==> config.mk <==
export PLATFORM = sky130hd
export DESIGN_NAME = down_counter_ld
export DESIGN_NICKNAME = d
export VERILOG_FILES = /design/src/rtl/down_counter_ld.sv
export SDC_FILE = /design/constraint.sdc
export NUM_CORES = 1
export LEC_CHECK = 0
export BUFFER_PORTS_ARGS = -buffer_cell sky130_fd_sc_hd__buf_2
export CAP_MARGIN = 0
export CORE_AREA = 2 2 39 41
export DETAILED_ROUTE_END_ITERATION = 8
export DIE_AREA = 0 0 41 43
export GPL_ROUTABILITY_DRIVEN = 1
export PLACE_DENSITY = 0.76
export RECOVER_POWER = 100
export SYNTH_ARGS = -nofsm -noshare
export SYNTH_HDL_FRONTEND = slang
export SYNTH_SLANG_ARGS = --single-unit
==> constraint.sdc <==
create_clock -name clock -period 1.9 [get_ports clock]
set_clock_uncertainty 0.15 [all_clocks]
set_input_delay 0.38 -clock clock [delete_from_list [all_inputs] [get_ports clock]]
set_output_delay 0.38 -clock clock [all_outputs]
set_load 0.01 [all_outputs]
==> src/rtl/down_counter_ld.sv <==
// down_counter_ld
//   Loadable, cascadable down counter with borrow-out. A value loaded with
//   `ld` counts toward zero while `cnt` is high. At zero it either reloads
//   the last loaded value (auto-reload) or stops and pulses `done` (one-shot).
//   It can be used as a programmable interval timer or as a frequency divider.
//
// Ports
//   clock      : sole clock, rising edge
//   reset      : synchronous, active-high, highest priority
//   ld         : load strobe, captures pin into count and reload register
//   pin[n-1:0] : parallel load value
//   cnt        : count enable (borrow-in of a cascade)
//   autoreload : 1 = restart from reload value at terminal count, 0 = one-shot
//   out[n-1:0] : current count (registered)
//   bo         : borrow-out (combinational), feeds cnt of the next stage
//   busy       : high while running (registered)
//   done       : one-cycle pulse after a one-shot expiry (registered)
module down_counter_ld #(
   parameter int n = 4
) (
   input  logic         clock,
   input  logic         reset,
   input  logic         ld,
   input  logic [n-1:0] pin,
   input  logic         cnt,
   input  logic         autoreload,
   output logic [n-1:0] out,
   output logic         bo,
   output logic         busy,
   output logic         done
);

   typedef enum logic {
      IDLE = 1'b0,
      RUN  = 1'b1
   } state_t;

   state_t         state_q, state_d;
   logic [n-1:0]   out_q,   out_d;
   logic [n-1:0]   rl_q,    rl_d;
   logic           busy_q,  busy_d;
   logic           done_q,  done_d;
   logic           term_cnt;

   // Terminal count: an enabled cycle in RUN with the count already at zero.
   assign term_cnt = (state_q == RUN) && cnt && (out_q == '0);

   // Borrow is gated by ld and reset so it drops in the same cycle either
   // takes over; downstream stages never see a borrow that will not happen.
   assign bo = term_cnt && !ld && !reset;

   always_comb begin
      state_d = state_q;
      out_d   = out_q;
      rl_d    = rl_q;
      done_d  = 1'b0;
      if (ld) begin
         out_d   = pin;
         rl_d    = pin;
         state_d = RUN;
      end else if ((state_q == RUN) && cnt) begin
         if (out_q != '0) begin
            out_d = out_q - 1'b1;
         end else if (autoreload) begin
            out_d = rl_q;
         end else begin
            // One-shot expiry: count stays at zero.
            state_d = IDLE;
            done_d  = 1'b1;
         end
      end
      busy_d = (state_d == RUN);
   end

   always_ff @(posedge clock) begin
      if (reset) begin
         state_q <= IDLE;
         out_q   <= '0;
         rl_q    <= '0;
         busy_q  <= 1'b0;
         done_q  <= 1'b0;
      end else begin
         state_q <= state_d;
         out_q   <= out_d;
         rl_q    <= rl_d;
         busy_q  <= busy_d;
         done_q  <= done_d;
      end
   end

   assign out  = out_q;
   assign busy = busy_q;
   assign done = done_q;

endmodule

# Word level (Yosys, flattened, before mapping)
# Cells that the tools add are included.
[word_totals] ff_bits=10 inputBits=9 output_inout_bits=7
[op_classes] addsub=1 n_eq_ne=2 mux=9 bitwise_logic=1 reduce_logical=13
[ops] op="$mux W4" count=4
[ops] op="$mux W1" count=5
[ops] op="$logic_and A1 B1 Y1" count=4
[ops] op="$logic_not A4 Y1" count=1
[ops] op="$ne A2 B2 Y1 const B" count=2
[ops] op="$reduce_bool A4 Y1" count=1
[ops] op="$reduce_or A4 Y1" count=1
[ops] op="$sub A4 B1 Y4 const B" count=1
[ops] op="$reduce_and A3 Y1" count=1
[ops] op="$reduce_bool A3 Y1" count=1
[ops] op="$logic_not A1 Y1" count=2
[ops] op="$reduce_and A2 Y1" count=1
[ops] op="$reduce_bool A2 Y1" count=1
[ops] op="$not A1 Y1" count=1

# Depth between registers and ports, before layout
# Gate-level depths: netlist of the first run.
[depth] depth_word=4 ltp_mapped=5 mapped_depth_nobuf=5

# Least setup slack after synthesis of the first run
# No wires, ideal clock.
[synth_path] path_kind="reg2out" startpoint="register out_q[0] (netlist: out[0])" endpoint="output port bo" t_arrival_ns=1.478 required_time_ns=1.370 path_slack_ns=-0.108 path_stages_with_launch=5 cell_sequence="dfxtp_1 > inv_1 > ha_1 > or3b_2 > nor4_1"
[synth_via] elab_chain_cells=4
[synth_rtl] item="from (decl)" line="39" source="logic [n-1:0] out_q, out_d;"
[synth_rtl] item="from (signal assigned)" line="84" source="out_q <= out_d;"
[synth_rtl] item="$logic_not A4 Y1" line="46" source="assign term_cnt = (state_q == RUN) && cnt && (out_q == '0);"
[synth_rtl] item="$logic_and A1 B1 Y1" line="46"
[synth_rtl] item="$logic_and A1 B1 Y1 (2 in a row)" line="50" source="assign bo = term_cnt && !ld && !reset;"
[synth_rtl] item="to (decl)" line="28" source="output logic bo,"
# Every way passes these cells.

# Worst setup path after layout of the first run
# Same ends and word-level chain as after synthesis.

==> flow_summary.json, run 1 <==
{
  "path_buf_inv": 2,
  "drtIter0Drc": 22,
  "routedLengthMet1_um": 612,
  "finalPower_mw": 0.551,
  "max_cap_violations": 0,
  "ys_warn_count": 0,
  "slew_violations": 0,
  "drtPass1Iterations": 4,
  "synthTopCellsByArea": "dfxtp_1 38%, mux2i_1 9.6%, nor2_1 5.0%, inv_1 4.3%, nor4b_1 3.3%",
  "n_antenna_cell": 0,
  "clkSinkCount": 10,
  "antenna_found_initial": 0,
  "drc": 0,
  "setup_ws_ps": -91.4,
  "finalSetupTns_ps": -91.4,
  "hold_viol_final": 0,
  "core_area_um2": 1380,
  "syn2layout_area_growth_pct": 33.5,
  "crit_family": "simple AND/OR/NAND/NOR gates",
  "syn_inst": 61,
  "clockBufferDepth": 2,
  "hold_buffers": 0,
  "wl_met2_um": 576,
  "ys_ff_latch": 10,
  "critPathArrivalTime_ps": 1460,
  "highest_layer": "met4",
  "power.leakage_nw": 0.321,
  "drive_gt1_share_pct": 35.4,
  "pin_count": 16,
  "async_flop_share_pct": 0,
  "numCtsBuffers": 3,
  "rr_endpoint": "out[0]$_SDFFE_PP0P_",
  "wl_met3_um": 59,
  "place_congestion": 0.823,
  "ys.flop_type": "dfxtp_1",
  "syn_avg_cell_area_um2": 8.57,
  "die_w_um": 41,
  "min_period_ps": 1990,
  "crit_fanout": 2,
  "reg2reg_from": "out[0]$_SDFFE_PP0P_",
  "dp_hpwl_um": 884,
  "yosysMostFrequentCell": "dfxtp_1",
  "crit_chain": "inv_2 -> ha_4 -> or3b_4 -> nor4_2 -> buf_2",
  "grt.overflow.total": 0,
  "max_stage_delay_ps": 380,
  "ant_nets": 0,
  "holdPathStages": 3,
  "yosysUniqueCellTypes": 26,
  "critPathSlowestCell": "or3b_4",
  "wl_per_cell_um": 13.2,
  "criticalPathCategory": "reg2out",
  "floorplan.initialDensity_pct": 37.8,
  "cp-start-kind": "flop",
  "h-tree-depth": 1,
  "cts_root_buffer": "clkbuf_4",
  "hold_path.class": "in2reg",
  "slew_headroom_pct": 59.3,
  "clk_latency_ps": 270,
  "min_period_over_period_pct": 105,
  "viasPerCell": 5.41,
  "hp-start": "pin[3]",
  "wl_um": 1290,
  "cts.reportedPaths.clkPinSlew_ps": 80,
  "hold_path_end": "rl_q[3]$_SDFFE_PP0P_",
  "ir_drop_mv": 0.346,
  "fin_nets": 93,
  "critPathCaptureType": "output port",
  "syn_nets": 71,
  "first_global_vias": 427,
  "fmax_mhz": 502,
  "synth_common_cells": "10 x dfxtp_1, 7 x nor2_1, 6 x inv_1",
  "status": "complete, but fails checks",
  "power.density_nw_per_um2": 789,
  "finalSetupViolCount": 1,
  "yosys.area.top_type_share_pct": 38.3,
  "grt_max_degree": 13,
  "ff2ff_path_depth": 6,
  "cp.required_ps": 1370,
  "fp-row-count": 14,
  "cts_tree": "built",
  "grt_use_total_pct": 17.0,
  "r2r_slack_ps": 200,
  "dieArea_um2": 1760,
  "failed_checks": "setup timing",
  "yosysTopAreaCell": "dfxtp_1",
  "rsz0062_at_grt": "yes",
  "ys_seq_area_share_pct": 38.3,
  "portBuffers": 15,
  "die_y_um": 43,
  "netlist_area_um2": 523,
  "num_vias": 530,
  "grt_pass1_wl_um": 1910,
  "synth-edff-count": 0,
  "worst_pin_slew_ps": 611
}
## sequential cells by signal, indices dropped and copies added, names as in the netlist
| register | cells |
|---|---|
| busy | 1 |
| done | 1 |
| rl_q | 4 |
| out | 4 |
## timing repair
item / CTS / global route
gates resized for setup: 7 / 0
endpoints found under the setup margin: 1 / 1
buffers inserted: 1 / 1
## where the power goes
part           total (mW)  switching, mW  internal [mW]
Sequential          0.235         0.0120          0.223
Clock               0.197         0.0807          0.116
Combinational       0.119         0.0602         0.0585
## through the flow
stage               cell area [µm²]  util (%)  setup WS, ps  hold slack (ps)  cells
finish                          698      50.5         -91.4              218     98
CTS                             693      50.1         -90.5              217     97
detailed placement              632      45.7          65.8              309     92
global route                    698      50.5          -134              217     98
global placement                632      45.7           101              309     92
floorplan                       529         -          6.27              294     61
## worst reg2reg max path: stages, from the launching register on
cell and delay [ps]:
dfxtp_2 330, inv_2 70, ha_4 130, buf_4 110, or4b_1 490, nand4_1 160, o221ai_1 130
## logic make-up (layout without fill, tap and decap cells)
kind of cell / count (synthesis) / in the layout / synth area share [%]
simple gates: 24 / 24 / 26.1
flops: 10 / 10 / 38.3
mux: 5 / 5 / 9.57
buf+inv: 8 / 29 / 5.74
compound gates: 13 / 13 / 17.9
fa+ha+maj: 1 / 1 / 2.39
## metal layers
| layer | track usage, % | vias up |
|---|---|---|
| met1 | 21.9 | 238 |
| met3 | 4.71 | 4 |
| met2 | 22.2 | 20 |
| met4 | 14.0 | 0 |
| li1 | - | 268 |
| met5 | 0 | - |
## area by class of cell
cell class / instances / area [µm²]
inverters: 6 / 22.5
well taps: 16 / 20.0
multi-input cells: 43 / 314
clock buffers: 4 / 36.3
flip-flops and latches: 10 / 203
fillers: 127 / 686
repair buffers: 19 / 103
## worst max path at each step
stage | from | to | cells past startpoint | slack [ps]
after floorplan | out[0]$_SDFFE_PP0P_ | bo | 4 | 6
after global placement | out[0]$_SDFFE_PP0P_ | bo | 5 | 100
after detailed placement | out[0]$_SDFFE_PP0P_ | bo | 5 | 70
after CTS | out[0]$_SDFFE_PP0P_ | bo | 5 | -90
after global routing | out[0]$_SDFFE_PP0P_ | bo | 5 | -130
final | out[0]$_SDFFE_PP0P_ | bo | 5 | -90
## placed cells by master, fill, tap and decap left out
cell        n
dfxtp_1     8
clkbuf_8    1
o21ai_0     3
ha_4        1
or2b_1      1
inv_1       4
o221ai_1    1
nand2b_1    1
or4b_1      1
nor4_1      1
nand3_1     1
nand2_1     4
mux2i_1     5
o211ai_1    1
or3b_4      1
buf_4       4
clkbuf_4    3
nand4_1     1
and3b_1     1
nor4_2      1
inv_2       2
dfxtp_2     2
buf_2      13
a41o_1      1
o31a_1      1
a31o_2      1
o2111ai_1   2
nor4b_1     2
or3_1       2
clkbuf_1    2
a211oi_1    1
a21oi_1     2
nor2_1      7
(Power assumes the default switching activity.)
==> inputs of run 2 (changes only) <==
==> constraint.sdc (replaced) <==
create_clock -name clock -period 2.6 [get_ports clock]
set_clock_uncertainty 0.15 [all_clocks]
set_input_delay 0.52 -clock clock [delete_from_list [all_inputs] [get_ports clock]]
set_output_delay 0.52 -clock clock [all_outputs]
set_load 0.01 [all_outputs]
==> run 2 against run 1 <==
The flow now finishes without violations. Count of clock-buffer cells in the layout stayed put. Final area is 8.6% lower. Die area stayed put. Core utilization is 4.3 points lower. Flip-flop and latch count stayed put. Combinational power is 41% lower. Clock power is 27% lower. Total power is 30% lower. Non-clock buffer count is 4 lower. Register-to-register slack better by 610 ps. Critical endpoint unchanged. Largest cell class unchanged.
==> flow_summary.json, run 2 (same netlist as run 1, synthesis figures left out) <==
{
  "dieArea_um2": 1760,
  "fin_nets": 89,
  "slew_headroom_pct": 58.5,
  "grt_pass1_wl_um": 2060,
  "dpl_cell_area_um2": 611,
  "hold_viol_final": 0,
  "final_common_cell": "dfxtp_1",
  "rsz0062_at_grt": "no",
  "first_global_vias": 519,
  "antenna_found_initial": 0,
  "fp-row-count": 14,
  "grt.overflow.total": 0,
  "cts_tree": "built",
  "n_antenna_cell": 0,
  "wl_um": 1280,
  "crit_chain": "inv_1 -> ha_1 -> or3b_2 -> nor4_1 -> buf_2",
  "numCtsBuffers": 3,
  "power.leakage_nw": 0.281,
  "layout_common_cells": "10 x dfxtp_1, 8 x buf_2, 7 x nor2_1, 7 x clkbuf_1, 6 x inv_1",
  "fin_area_um2": 638,
  "ir_drop_mv": 0.185,
  "syn2layout_area_growth_pct": 22.0,
  "cp-start-kind": "flop",
  "critPathCaptureType": "output port",
  "crit_family": "simple AND/OR/NAND/NOR gates",
  "min_period_over_period_pct": 96.2,
  "core_area_um2": 1380,
  "r2r_slack_ps": 810,
  "floorplan.initialDensity_pct": 37.8,
  "grt_max_degree": 13,
  "portBuffers": 15,
  "critPathSlowestCell": "or3b_2",
  "min_period_ps": 2500,
  "drtPass1Iterations": 4,
  "cts_root_buffer": "clkbuf_4",
  "drtIter0Drc": 5,
  "max_cap_violations": 0,
  "crit_fanout": 6,
  "finalSetupViolCount": 0,
  "hold_path.class": "reg2reg",
  "place_congestion": 0.795,
  "ant_nets": 0,
  "drive_gt1_share_pct": 17.9,
  "max_stage_delay_ps": 510,
  "ctsResizeCount": 0,
  "fillerInstances": 140,
  "wl_per_cell_um": 13.6,
  "path_buf_inv": 2,
  "power.density_nw_per_um2": 604,
  "num_vias": 532,
  "finalSetupTns_ps": 0,
  "h-tree-depth": 1,
  "worst_pin_slew_ps": 614,
  "status": "complete, no violations",
  "drc": 0,
  "clk_latency_ps": 270,
  "dp_hpwl_um": 937,
  "clockBufferDepth": 2,
  "clkSinkCount": 10,
  "viasPerCell": 5.66,
  "slew_violations": 0,
  "critPathArrivalTime_ps": 1830,
  "hold_buffers": 0,
  "cp.required_ps": 1930,
  "cts.reportedPaths.clkPinSlew_ps": 70,
  "die_y_um": 43,
  "die_w_um": 41,
  "cts_setup_buffers": 0,
  "pin_count": 16,
  "grt_use_total_pct": 18.0,
  "fmax_mhz": 400,
  "criticalPathCategory": "reg2out"
}
## run 2: changes by cell type in the layout (fill, tap and decap cells not counted)
| cell | delta |
|---|---|
| inv_1 | +2 |
| buf_2 | -5 |
| dfxtp_1 | +2 |
| or3b_2 | +1 |
| nor4_1 | +1 |
| ha_4 | -1 |
| dfxtp_2 | -2 |
| inv_2 | -2 |
| or3b_4 | -1 |
| clkbuf_1 | +5 |
| ha_1 | +1 |
| nor4_2 | -1 |
| buf_4 | -4 |
## run 2: area by class of cell
cell class                 count  area, µm²  share of cell area [%]
inverter                       6       22.5                    3.53
multi-input combinational     43        293                    45.9
sequential                    10        200                    31.4
clock buffer                   4       36.3                    5.69
timing repair buffer          15       66.3                    10.4
tap                           16       20.0                    3.14
## run 2: routing by layer
| layer | vias up | share of wire [%] | GRT usage [%] |
|---|---|---|---|
| met2 | 12 | 51 | 27.5 |
| li1 | 261 | - | - |
| met5 | - | 0 | 0 |
| met3 | 5 | 3.0 | 6.28 |
| met1 | 254 | 43 | 18.0 |
| met4 | 0 | 2.8 | 15.3 |
## run 2: worst register-to-register path, delay by kind of cell, from the launching register on
kind	cells	cell delay, ps
AOI/OAI and AO/OA	1	240
adders and majority gates	1	230
buffers and inverters	1	90
DFF	1	340
and+or+nand+nor	2	620
## run 2: worst paths after layout
path,from,end,depth (start not counted)
worst max-delay path,out[0]$_SDFFE_PP0P_,bo,5
worst min-delay path,rl_q[0]$_SDFFE_PP0P_,rl_q[0]$_SDFFE_PP0P_,2
worst max register to register,out[0]$_SDFFE_PP0P_,out[2]$_SDFFE_PP0P_,5
worst min register to register,rl_q[0]$_SDFFE_PP0P_,rl_q[0]$_SDFFE_PP0P_,2
## run 2: metrics by stage
stage | util [%] | worst slack [ps] | instances | power (mW) | hold WS (ps)
CTS | 46.7 | 129 | 94 | 0.390 | 328
detailed placement | 44.1 | 436 | 90 | 0.247 | 318
global route | 46.1 | 23.1 | 94 | 0.405 | 360
finish | 46.1 | 98.2 | 94 | 0.385 | 330
floorplan | - | 452 | 61 | 0.222 | 294
global placement | 44.1 | 504 | 90 | 0.244 | 310
## run 2: power breakdown
part	switching [mW]	leakage, nW	internal, mW
combinational	0.0393	0.177	0.0306
clock	0.0581	0.0210	0.0852
sequential	0.00953	0.0826	0.163
total	0.107	0.281	0.278
